## config.mk

```make
export PLATFORM = sky130hd
export DESIGN_NAME = muldiv_seq
export DESIGN_NICKNAME = d
export VERILOG_FILES = /design/src/rtl/muldiv_seq.sv
export SDC_FILE = /design/constraint.sdc
export NUM_CORES = 1
export LEC_CHECK = 0
export CORE_UTILIZATION = 57
export DETAILED_ROUTE_END_ITERATION = 10
export PLACE_DENSITY = 0.75
export REMOVE_ABC_BUFFERS = 1
export SLEW_MARGIN = 0
export SYNTH_ARGS = -nofsm -noshare
export SYNTH_HDL_FRONTEND = slang
export SYNTH_SLANG_ARGS = --single-unit
```

## constraint.sdc

```tcl
create_clock -name clk -period 29.4 [get_ports clk]
set_input_delay 5.88 -clock clk [delete_from_list [all_inputs] [get_ports clk]]
set_output_delay 5.88 -clock clk [all_outputs]
set_load 0.01 [all_outputs]
```

## src/rtl/muldiv_seq.sv

```systemverilog
// muldiv_seq: iterative RV M-extension multiply/divide unit sharing one shift datapath,
// with a registered result, kill, and a quotient/remainder reuse cache.
module muldiv_seq #(
    parameter int XLEN     = 32,
    parameter int UNROLL   = 1,
    parameter bit CACHE_EN = 1
) (
    input  logic            clk,
    input  logic            rst,
    input  logic            start,
    input  logic            kill,
    input  logic [2:0]      funct3,
    input  logic [XLEN-1:0] rs1,
    input  logic [XLEN-1:0] rs2,
    output logic            busy,
    output logic            done,
    output logic [XLEN-1:0] c_out
);
    localparam int N  = XLEN / UNROLL;
    localparam int CW = $clog2(N);

    typedef enum logic [1:0] {IDLE, CALC, FIX, DONE} state_t;
    state_t state, state_n;

    logic [2:0]        op;
    logic [XLEN-1:0]   a, b, mc;
    logic [2*XLEN-1:0] acc, nxt, prod;
    logic              neg, n1;
    logic [CW-1:0]     cnt;
    logic              c_valid, c_s;
    logic [XLEN-1:0]   c_a, c_b, c_q, c_r;
    logic              s1, s2, i1, i2, accept, dz, ovf, hit, fast;
    logic [XLEN-1:0]   m1, m2, fast_res, fix_res, q, r, qs, rs;
    logic [XLEN:0]     diff, sum;

    assign s1 = ~(funct3[0] & (funct3[1] | funct3[2]));
    assign s2 = ~((funct3[1] & ~funct3[2]) | (funct3[0] & funct3[2]));
    assign i1 = s1 & rs1[XLEN-1];
    assign i2 = s2 & rs2[XLEN-1];
    assign m1 = i1 ? -rs1 : rs1;
    assign m2 = i2 ? -rs2 : rs2;

    assign busy   = state == CALC || state == FIX;
    assign done   = state == DONE;
    assign accept = start & ~kill & ~busy;

    assign dz   = rs2 == '0;
    assign ovf  = ~funct3[0] && rs1 == {1'b1, {(XLEN-1){1'b0}}} && rs2 == '1;
    assign hit  = CACHE_EN && c_valid && rs1 == c_a && rs2 == c_b && c_s == ~funct3[0];
    assign fast = funct3[2] & (dz | ovf | hit);
    assign fast_res = dz ? (funct3[1] ? rs1 : '1) : ovf ? (funct3[1] ? '0 : rs1) : (funct3[1] ? c_r : c_q);

    assign prod    = neg ? -acc : acc;
    assign q       = acc[XLEN-1:0];
    assign r       = acc[2*XLEN-1:XLEN];
    assign qs      = neg ? -q : q;
    assign rs      = n1 ? -r : r;
    assign fix_res = op[2] ? (op[1] ? rs : qs) : (op[1:0] == 2'd0 ? prod[XLEN-1:0] : prod[2*XLEN-1:XLEN]);

    // acc holds {partial product, multiplier} for MUL and {remainder, dividend/quotient} for DIV
    always_comb begin
        nxt  = acc;
        diff = '0;
        sum  = '0;
        for (int i = 0; i < UNROLL; i++) begin
            diff = nxt[2*XLEN-1:XLEN-1] - {1'b0, mc};
            sum  = {1'b0, nxt[2*XLEN-1:XLEN]} + {1'b0, mc & {XLEN{nxt[0]}}};
            nxt  = op[2] ? (diff[XLEN] ? {nxt[2*XLEN-2:0], 1'b0} : {diff[XLEN-1:0], nxt[XLEN-2:0], 1'b1})
                         : {sum, nxt[XLEN-1:1]};
        end
    end

    always_comb begin
        state_n = IDLE;
        if (kill)
            state_n = IDLE;
        else if (accept)
            state_n = fast ? DONE : CALC;
        else if (state == CALC)
            state_n = cnt == '0 ? FIX : CALC;
        else if (state == FIX)
            state_n = DONE;
    end

    always_ff @(posedge clk or posedge rst)
        if (rst)
            state <= IDLE;
        else
            state <= state_n;

    always_ff @(posedge clk or posedge rst) begin
        if (rst) begin
            op      <= '0;
            a       <= '0;
            b       <= '0;
            mc      <= '0;
            acc     <= '0;
            neg     <= 1'b0;
            n1      <= 1'b0;
            cnt     <= '0;
            c_out   <= '0;
            c_valid <= 1'b0;
            c_s     <= 1'b0;
            c_a     <= '0;
            c_b     <= '0;
            c_q     <= '0;
            c_r     <= '0;
        end else begin
            if (accept) begin
                op  <= funct3;
                a   <= rs1;
                b   <= rs2;
                n1  <= i1;
                neg <= i1 ^ i2;
                acc <= {{XLEN{1'b0}}, funct3[2] ? m1 : m2};
                mc  <= funct3[2] ? m2 : m1;
                cnt <= CW'(N - 1);
            end else if (state == CALC) begin
                acc <= nxt;
                cnt <= cnt - CW'(1);
            end
            if (accept && fast)
                c_out <= fast_res;
            else if (state == FIX && !kill)
                c_out <= fix_res;
            if (kill)
                c_valid <= 1'b0;
            else if (CACHE_EN && state == FIX && op[2]) begin
                c_valid <= 1'b1;
                c_a     <= a;
                c_b     <= b;
                c_s     <= ~op[0];
                c_q     <= qs;
                c_r     <= rs;
            end
        end
    end
endmodule

```

# Yosys cells after proc, flatten, opt, wreduce, memory -nomap -nowiden
# Cells that the tools add are included.
# classes
n_shift,0
n_mul,0
mux,31
add_sub_neg,8
bitwise,21
n_eq_ne,8
reduce_logical,17
magnitude_cmp,0
div,0
# op_table
op,n
32-bit 2-to-1 mux,16
64-bit 2-to-1 mux,5
32-bit negation,4
32-bit == test,2
"32-bit == test, second input constant",2
64-bit negation,1
32-bit by 32-bit adder with 33-bit output,1
33-bit by 32-bit subtractor with 33-bit output,1
32-bit bitwise AND,1
32-bit logical NOT,1
2-bit 2-to-1 mux,6
5-bit 2-to-1 mux,2
1-bit bitwise AND,8
1-bit logical AND,8
1-bit inverter,7
2-bit nonzero test,3
5-bit logical NOT,1
"5-bit by 1-bit subtractor with 5-bit output, second input constant",1
"2-bit == test, second input constant",2
1-bit bitwise OR,4
"2-bit by 1-bit == test with 1-bit output, second input constant",1
2-bit logical NOT,1
1-bit 2-to-1 mux,2
2-bit AND reduction,1
other kinds (4),4
# word_totals
memories,0
mem_bits_rw,0
out_inout_bits,34
input_bits,71
rom_bits,0
reg_bits,334
latch_bits,0

# Depth between registers and ports, before layout
# Gate-level depths: netlist (run 1).
# logic_depth
word_depth,9
mapped_depth,15
mapped_depth_nobuf,13

# Worst setup path before layout (run 1)
# OpenSTA, ideal clock, no wires.
# synth_timing
path_kind,input to register
startpoint,input port rs2[11]
endpoint,register c_out[12]
setup_ns,0.135
cell_stages,11
path_slack_ns,20.629
arrival_ns,8.636
path_cell_list,clkbuf_1 or4_1 nor4_1 nand4b_1 or4_1 clkbuf_1 and3_1 clkbuf_1 clkbuf_1 a221oi_1 o22ai_1
# synth_between
elab_chain_len,7
elab_cells_between_ends,14
cone_classes,eq/ne (2); mux (3); bitwise (3); reduce/logical (6)
# synth_lines
item,line_no,text
from (decl),14,"input logic [XLEN-1:0] rs2,"
"32-bit == test, on equally long branches","48, 49",
"1-bit logical AND, on equally long branches","48, 49",
1-bit bitwise OR or 1-bit logical AND (tied branches),"50, 49",
1-bit bitwise OR,50,assign fast = funct3[2] & (dz | ovf | hit);
1-bit bitwise AND,50,
1-bit logical AND,122,if (accept && fast)
32-bit 2-to-1 mux or 2-bit nonzero test (tied branches),n/a,
to (signal assigned),123,c_out <= fast_res;
to (signal assigned),125,c_out <= fix_res;
to (decl),17,output logic [XLEN-1:0] c_out
# Parallel ways exist; a longest one is shown, timed or not.
# A chain may end at the register's enable or synchronous reset.

# Worst setup path in the final report (run 1)
# layout_timing
startpoint,input port rs2[11]
endpoint,register c_out[15]
# The elaborated chain is that of the path after synthesis.

==> results.py, run 1 <==
metrics = {
    "run_status": {
        "status": "finished, final reports clean",
    },
    "floorplan": {
        "starting_utilization_of_the_core_area_pct": 58.40,
        "ios": 105,
        "dieWidth_um": 204.7,
        "die_outline_height_um": 204.7,
        "die_area_um2": 41890,
        "core_region_area_um2": 40100,
        "fp-row-count": 73,
    },
    "clock_network": {
        "clock_tree_from_tritoncts": "done",
        "clockBufferDepth": 3,
        "cts_root_buf": "sky130_fd_sc_hd__clkbuf_16",
        "cts_post_setup_buffers_inserted": 0,
        "clk_pin_slew_worst_paths_ps": 60,
        "clock_insertion_delay_at_the_later_pin_of_the_skew_report_ps": 570,
        "cts_resized": 0,
        "cts_htree_levels": 2,
        "cts-buffers-inserted": 39,
        "number_of_hold_repair_buffers_added_at_the_cts_stage": 0,
        "cts.sink_count": 334,
    },
    "sta": {
        "final.period_utilization_pct": 32.90,
        "final-max-slew-violation-count": 0,
        "timing.max_slew.rel_slack_pct": 11.71,
        "max_freq_mhz": 103.4,
        "setup_viol": 0,
        "final.setup.tns_ps": 0,
        "rsz0062_at_grt": "no",
        "timing_hold_violations_final": 0,
        "final_critical_path_setup_slack_ps": 19730,
        "worst_skew_ps": 12.88,
        "transition_time_at_the_pin_with_the_least_slew_margin_ps": 1324,
        "crit_path_time_final_ps": 9674,
    },
    "power_and_ir_drop": {
        "p_leak_uw": 0.01122,
        "power-per-cell-area_nw_per_um2": 106.1,
        "max-vdd-ir-drop_uv": 59.98,
    },
    "setup_path": {
        "worstPathArrival_ps": 10160,
        "cp_data_required_time_ps": 29890,
        "timing.setup.critical_path_class": "primary input to register",
        "worstSetupStartpointType": "primary input",
        "critical_path.endpoint_type": "register",
        "critical_path_peak_fanout": 50,
    },
    "placement": {
        "hpwl_um": 56810,
        "gpl.final_weighted_congestion": 1.037,
        "setup_slack_after_placement_ps": 19290,
        "io_buf_count": 104,
    },
    "route": {
        "top_layer_used": "met4",
        "detailroute.via_count": 22220,
        "route.met2.wl_um": 35660,
        "ant_nets": 0,
        "routed-wl-met3_um": 8788,
        "wl_per_cell_um": 23.87,
        "route.detailed.drc": 0,
        "viasPerCell": 6.646,
        "iteration_count_of_the_initial_detailed_routing_pass": 6,
        "met1Wirelength_um": 30610,
        "drt_first_iter_violations": 2935,
        "detail_route.wirelength_um": 79810,
    },
    "logic_synthesis": {
        "synthMostInstantiatedCell": "sky130_fd_sc_hd__nand2_1",
        "number_of_synthesized_flops_with_an_enable_pin": 0,
        "yosys_most_used_dff": "sky130_fd_sc_hd__dfrtp_1",
        "synth_largest_type_area_fraction_pct": 35.70,
        "post_synth_main_area_contributors": "sky130_fd_sc_hd__dfrtp_1 (36%), sky130_fd_sc_hd__nand2_1 (7.4%), sky130_fd_sc_hd__o21ai_0 (6.7%)",
        "synth_area_per_cell_um2": 8.230,
        "most_area_hungry_cell_type_in_the_yosys_netlist": "sky130_fd_sc_hd__dfrtp_1",
        "synth.distinct_cells": 79,
        "synthCells": 2845,
        "synth_async_sr_flop_share_pct": 100.0,
        "post_synth_most_frequent_cells": "sky130_fd_sc_hd__nand2_1 (459), sky130_fd_sc_hd__dfrtp_1 (334), sky130_fd_sc_hd__o21ai_0 (312), sky130_fd_sc_hd__clkbuf_1 (209), sky130_fd_sc_hd__a21oi_1 (187)",
        "syn_area_um2": 23410,
        "synth.yosys.seq_area_share_pct": 35.70,
        "yosys_register_bits": 334,
        "yosysWarnings": 0,
    },
    "final_layout": {
        "post_route_cells_drive_above_1_share_pct": 7.346,
        "syn_to_final_growth_pct": 10.23,
        "final_layout_net_count": 2935,
        "n_antenna_cell": 0,
    },
    "global_routing": {
        "grt_util_all_layers_pct": 38.33,
        "antenna_found_initial": 0,
        "global_route_wire_length_before_repair_um": 123200,
        "global_route.overflow_total": 0,
        "first_global_vias": 20860,
        "pin_count_of_the_biggest_net_entering_global_routing": 117,
    },
    "hold_path": {
        "worstHoldPathType": "register to register",
    },
    "job": {
        "max-cap-violations": 0,
    },
}
-- layout make-up --
class / instances / area (um^2)
Clock inverter: 15 / 165.2
Inverter: 82 / 315.3
Sequential cell: 334 / 8361
Clock buffer: 56 / 1151
Tap cell: 525 / 656.9
Multi-Input combinational cell: 2196 / 13890
Timing Repair Buffer: 135 / 1271
Fill cell: 3426 / 14290
-- layout by cell type (no fill, tap or decap), types with 11 or more instances in the layout --
cell and count:
sky130_fd_sc_hd__clkdlybuf4s50_1 103, sky130_fd_sc_hd__o22ai_1 17, sky130_fd_sc_hd__ha_1 73, sky130_fd_sc_hd__nor3_1 42, sky130_fd_sc_hd__buf_4 32, sky130_fd_sc_hd__and3_1 15, sky130_fd_sc_hd__clkbuf_16 40, sky130_fd_sc_hd__a31oi_1 19
sky130_fd_sc_hd__or4_1 23, sky130_fd_sc_hd__o21a_1 11, sky130_fd_sc_hd__nor4_1 29, sky130_fd_sc_hd__nand3_1 31, sky130_fd_sc_hd__o31ai_1 39, sky130_fd_sc_hd__mux2_2 79, sky130_fd_sc_hd__nor2b_1 12, sky130_fd_sc_hd__xor2_1 123
sky130_fd_sc_hd__dfrtp_1 332, sky130_fd_sc_hd__inv_1 81, sky130_fd_sc_hd__a211oi_1 32, sky130_fd_sc_hd__o41ai_1 14, sky130_fd_sc_hd__mux2i_1 57, sky130_fd_sc_hd__a22oi_1 13, sky130_fd_sc_hd__a221oi_1 34, sky130_fd_sc_hd__or3_1 26
sky130_fd_sc_hd__nand2_1 458, sky130_fd_sc_hd__nand4_1 32, sky130_fd_sc_hd__and2_1 13, sky130_fd_sc_hd__o21ai_1 12, sky130_fd_sc_hd__xnor2_1 125, sky130_fd_sc_hd__o211ai_1 55, sky130_fd_sc_hd__a21oi_1 186, sky130_fd_sc_hd__nor2_1 152
sky130_fd_sc_hd__nand2b_1 13, sky130_fd_sc_hd__o21ai_0 312, sky130_fd_sc_hd__a21o_1 33
-- worst paths after layout --
kind | from | end | slack [ps] | depth (start not counted)
max | rs2[11] | c_out[15] | 19730 | 10
min | a[9] | a[9] | 470 | 2
max reg2reg | acc[32] | acc[33] | 24660 | 11
min reg2reg | a[9] | a[9] | 470 | 2
max in group asynchronous | rst | c_b[21] | 21970 | 3
min in group asynchronous | rst | a[20] | 5840 | 2
-- flip-flops by register name, indices dropped and copies added (netlist names) --
signal	count
c_q	32
cnt	5
c_a	32
a	32
op	3
n1	1
c_valid	1
b	32
acc	64
c_s	1
mc	32
state	2
c_b	32
neg	1
c_r	32
c_out	32
-- power breakdown --
group / internal (uW) / switching (uW)
Sequential: 636 / 234
Combinational: 553 / 805
Clock: 299 / 212
-- layer usage --
layer  vias up  track usage (%)
met5         -                0
met4         0            21.35
met3       298            8.002
met2      1340            58.68
met1     10580            50.51
li1       9998                -
-- critical path, cell delays in order --
cell	delay (ps)
sky130_fd_sc_hd__clkdlybuf4s50_1	550
sky130_fd_sc_hd__or4_1	630
sky130_fd_sc_hd__nor4_1	490
sky130_fd_sc_hd__nand4b_1	350
sky130_fd_sc_hd__nor4_2	1030
sky130_fd_sc_hd__buf_4	660
sky130_fd_sc_hd__a21oi_1	70
sky130_fd_sc_hd__o21ai_0	220
sky130_fd_sc_hd__a211oi_1	80
sky130_fd_sc_hd__a31oi_1	170
-- cells by family (layout without fill, tap and decap cells) --
kind of cell / after synthesis / after routing / share of synthesized area [%]
adder cells (fa/ha/maj): 76 / 76 / 4.125
buffers and inverters: 315 / 288 / 5.098
XOR/XNOR: 248 / 248 / 9.276
flip-flops: 334 / 334 / 35.70
multiplexers: 136 / 136 / 6.236
AND/OR/NAND/NOR: 885 / 885 / 17.13
AO/OA/AOI/OAI: 851 / 851 / 22.44
-- per-stage QoR --
step	hold WS, ps	utilization (%)	total power [uW]	std cells	area [um^2]
finish	468.1	64.37	2740	3343	25810
global route	498.0	64.37	2894	3343	25810
CTS	474.7	64.37	2692	3343	25810
detailed placement	459.7	61.09	2175	3272	24490
global placement	454.7	61.09	2136	3272	24490
floorplan	441.7	-	1725	2612	22530
No activity file was read; power rests on OpenSTA's default activity.
==> run 2, diff against run 1 <==
- CORE_UTILIZATION: 57 -> 56
- PLACE_DENSITY: 0.75 -> 0.77
- clock period: 29.4 -> 8.3 ns (I/O delays scaled with it)
==> run 2 against run 1 <==
Effect of this change:
- clock skew increased by 8.3 ps
- critical path type unchanged
- worst hold slack improved by 2.0 ps
- highest routed layer is now met5
- largest cell class unchanged
- combinational power grew to 3.5 times the previous value
- the flow now finishes with violations (DRC)
- register-to-register slack worse by 21000 ps
- global-route usage decreased by 0.48 points
- sequential share of layout area about the same
- non-clock buffer count down 2
==> results.py, run 2 (synthesis results as in run 1) <==
metrics = {
    "clock_network": {
        "cts-buffers-inserted": 39,
        "clk_pin_slew_worst_paths_ps": 60,
        "clock_insertion_delay_at_the_later_pin_of_the_skew_report_ps": 580,
        "cts_resized": 0,
        "clockBufferDepth": 3,
        "cts_post_setup_buffers_inserted": 0,
        "cts_htree_levels": 2,
        "cts.sink_count": 334,
        "number_of_hold_repair_buffers_added_at_the_cts_stage": 0,
        "clock_tree_from_tritoncts": "done",
        "cts_root_buf": "sky130_fd_sc_hd__clkbuf_16",
    },
    "global_routing": {
        "pin_count_of_the_biggest_net_entering_global_routing": 208,
        "global_route.overflow_total": 0,
        "grt_util_all_layers_pct": 37.85,
        "global_route_wire_length_before_repair_um": 121800,
        "first_global_vias": 20950,
        "antenna_found_initial": 1,
    },
    "setup_path": {
        "worstPathArrival_ps": 5670,
        "timing.critical_path.buf_inv": 3,
        "rrSetupSlack_ps": 3530,
        "regToRegEndpoint": "acc[33]",
        "critical_path_cell_with_the_highest_stage_delay": "sky130_fd_sc_hd__clkdlybuf4s50_1",
        "worst_setup_path_endpoint": "c_out[21]",
        "crit_start": "rs1[7]",
        "crit_family": "simple AND/OR/NAND/NOR gates",
        "worstSetupStartpointType": "primary input",
        "timing.setup.critical_path_class": "primary input to register",
        "cp_data_required_time_ps": 8760,
        "cp_slowest_stage_delay_ps": 540,
        "regToRegStartpoint": "acc[32]",
        "critical_path.endpoint_type": "register",
        "crit_path_cell_trace": "clkdlybuf4s50_1 > or3_1 > or4_1 > or4_1 > or3_1 > buf_4 > and3_1 > buf_4 > a221oi_1 > nor2_1 > a21o_1",
        "critical_path_peak_fanout": 35,
        "worstSetupPathDepth": 11,
        "timing.reg2reg.worst_path_depth": 11,
    },
    "sta": {
        "final.period_utilization_pct": 62.75,
        "worst_skew_ps": 21.19,
        "transition_time_at_the_pin_with_the_least_slew_margin_ps": 1228,
        "final_critical_path_setup_slack_ps": 3091,
        "rsz0062_at_grt": "no",
        "max_freq_mhz": 192.0,
        "setup_viol": 0,
        "final-max-slew-violation-count": 0,
        "crit_path_time_final_ps": 5209,
        "timing_hold_violations_final": 0,
        "timing.max_slew.rel_slack_pct": 17.86,
    },
    "route": {
        "detail_route.wirelength_um": 79950,
        "routed-wl-met3_um": 8299,
        "top_layer_used": "met5",
        "ant_nets": 0,
        "detailroute.via_count": 22030,
        "drt_first_iter_violations": 2543,
        "wl_per_cell_um": 23.91,
        "met1Wirelength_um": 30990,
        "route.met2.wl_um": 35840,
        "iteration_count_of_the_initial_detailed_routing_pass": 9,
        "route.detailed.drc": 1,
        "viasPerCell": 6.589,
    },
    "final_layout": {
        "registers.top_by_ff_count": "acc",
        "n_antenna_cell": 0,
        "final_layout_net_count": 2933,
        "final_area_um2": 25830,
        "layout.cells.most_common_list": "sky130_fd_sc_hd__nand2_1 (458), sky130_fd_sc_hd__dfrtp_1 (332), sky130_fd_sc_hd__o21ai_0 (312)",
        "largest_register_ffs": 64,
        "nFillCells": 3572,
        "post_route_cells_drive_above_1_share_pct": 7.326,
        "layout.cells.most_common": "sky130_fd_sc_hd__nand2_1",
        "syn_to_final_growth_pct": 10.30,
        "finalNonFillerCells": 3344,
        "finalCoreUtilization_pct": 62.96,
    },
    "placement": {
        "io_buf_count": 104,
        "hpwl_um": 57290,
        "gpl.final_weighted_congestion": 0.9966,
        "placed_cells_incl_taps": 3277,
        "placed_area_um2": 24520,
        "setup_slack_after_placement_ps": 2568,
    },
    "run_status": {
        "violated_checks": "DRC",
        "status": "finished, violations left",
    },
    "floorplan": {
        "core_region_area_um2": 41020,
        "fp-row-count": 74,
        "starting_utilization_of_the_core_area_pct": 57.09,
        "die_area_um2": 42630,
        "die_outline_height_um": 206.5,
        "ios": 105,
        "dieWidth_um": 206.5,
    },
    "power_and_ir_drop": {
        "power-per-cell-area_nw_per_um2": 374.2,
        "p_leak_uw": 0.01121,
        "max-vdd-ir-drop_uv": 191.4,
        "post_layout_power_uw": 9663,
    },
    "job": {
        "max-cap-violations": 0,
    },
    "hold_path": {
        "worstHoldPathType": "register to register",
    },
}
-- run 2: changes by cell type in the layout (fill, tap and decap cells not counted), sizes merged --
cell / delta
clkbuf: -9
clkinvlp: +1
inv: -1
buf: -2
bufinv: +2
clkinv: +3
-- run 2: cell type report --
type / instances / area [um^2] / share of cell area [%]
Clock buffer: 47 / 1056 / 4.089
Clock inverter: 20 / 254.0 / 0.9835
Inverter: 82 / 315.3 / 1.221
Multi-Input combinational cell: 2196 / 13890 / 53.80
Sequential cell: 334 / 8361 / 32.37
Tap cell: 532 / 665.6 / 2.577
Timing Repair Buffer: 133 / 1281 / 4.961
-- run 2: stage by stage --
stage	hold slack (ps)	TNS (ps)
global placement	454.2	0
detailed placement	459.3	0
floorplan	441.7	-872810
CTS	474.0	0
global route	495.4	0
finish	470.1	0
-- run 2: where the power goes --
group	internal (uW)	switching [uW]
Clock	1060	730
Sequential	2250	811
Combinational	1950	2860
Total	5270	4400
-- run 2: worst min-delay path by stage --
stage,start,cells past startpoint,end
floorplan,a[10],2,a[10]
global placement,a[23],2,a[23]
detailed placement,b[22],2,b[22]
CTS,b[22],2,b[22]
global route,b[22],2,b[22]
finish,b[11],2,b[11]
-- run 2: layer usage --
| layer | up-vias | global-route usage [%] |
|---|---|---|
| li1 | 10020 | - |
| met1 | 10580 | 48.36 |
| met2 | 1187 | 59.02 |
| met3 | 246 | 8.672 |
| met4 | 2 | 21.22 |
| met5 | - | 0 |
-- run 2: worst register-to-register path, stage by stage, from the launching register on --
cell	delay, ps
sky130_fd_sc_hd__dfrtp_1	680
sky130_fd_sc_hd__inv_1	260
sky130_fd_sc_hd__fa_1	470
sky130_fd_sc_hd__nor2b_1	250
sky130_fd_sc_hd__o31ai_1	170
sky130_fd_sc_hd__a211o_1	350
sky130_fd_sc_hd__and2_1	240
sky130_fd_sc_hd__o2111ai_1	420
sky130_fd_sc_hd__nand3_1	350
sky130_fd_sc_hd__nand2_1	800
sky130_fd_sc_hd__o21ai_0	290
sky130_fd_sc_hd__a221o_1	370
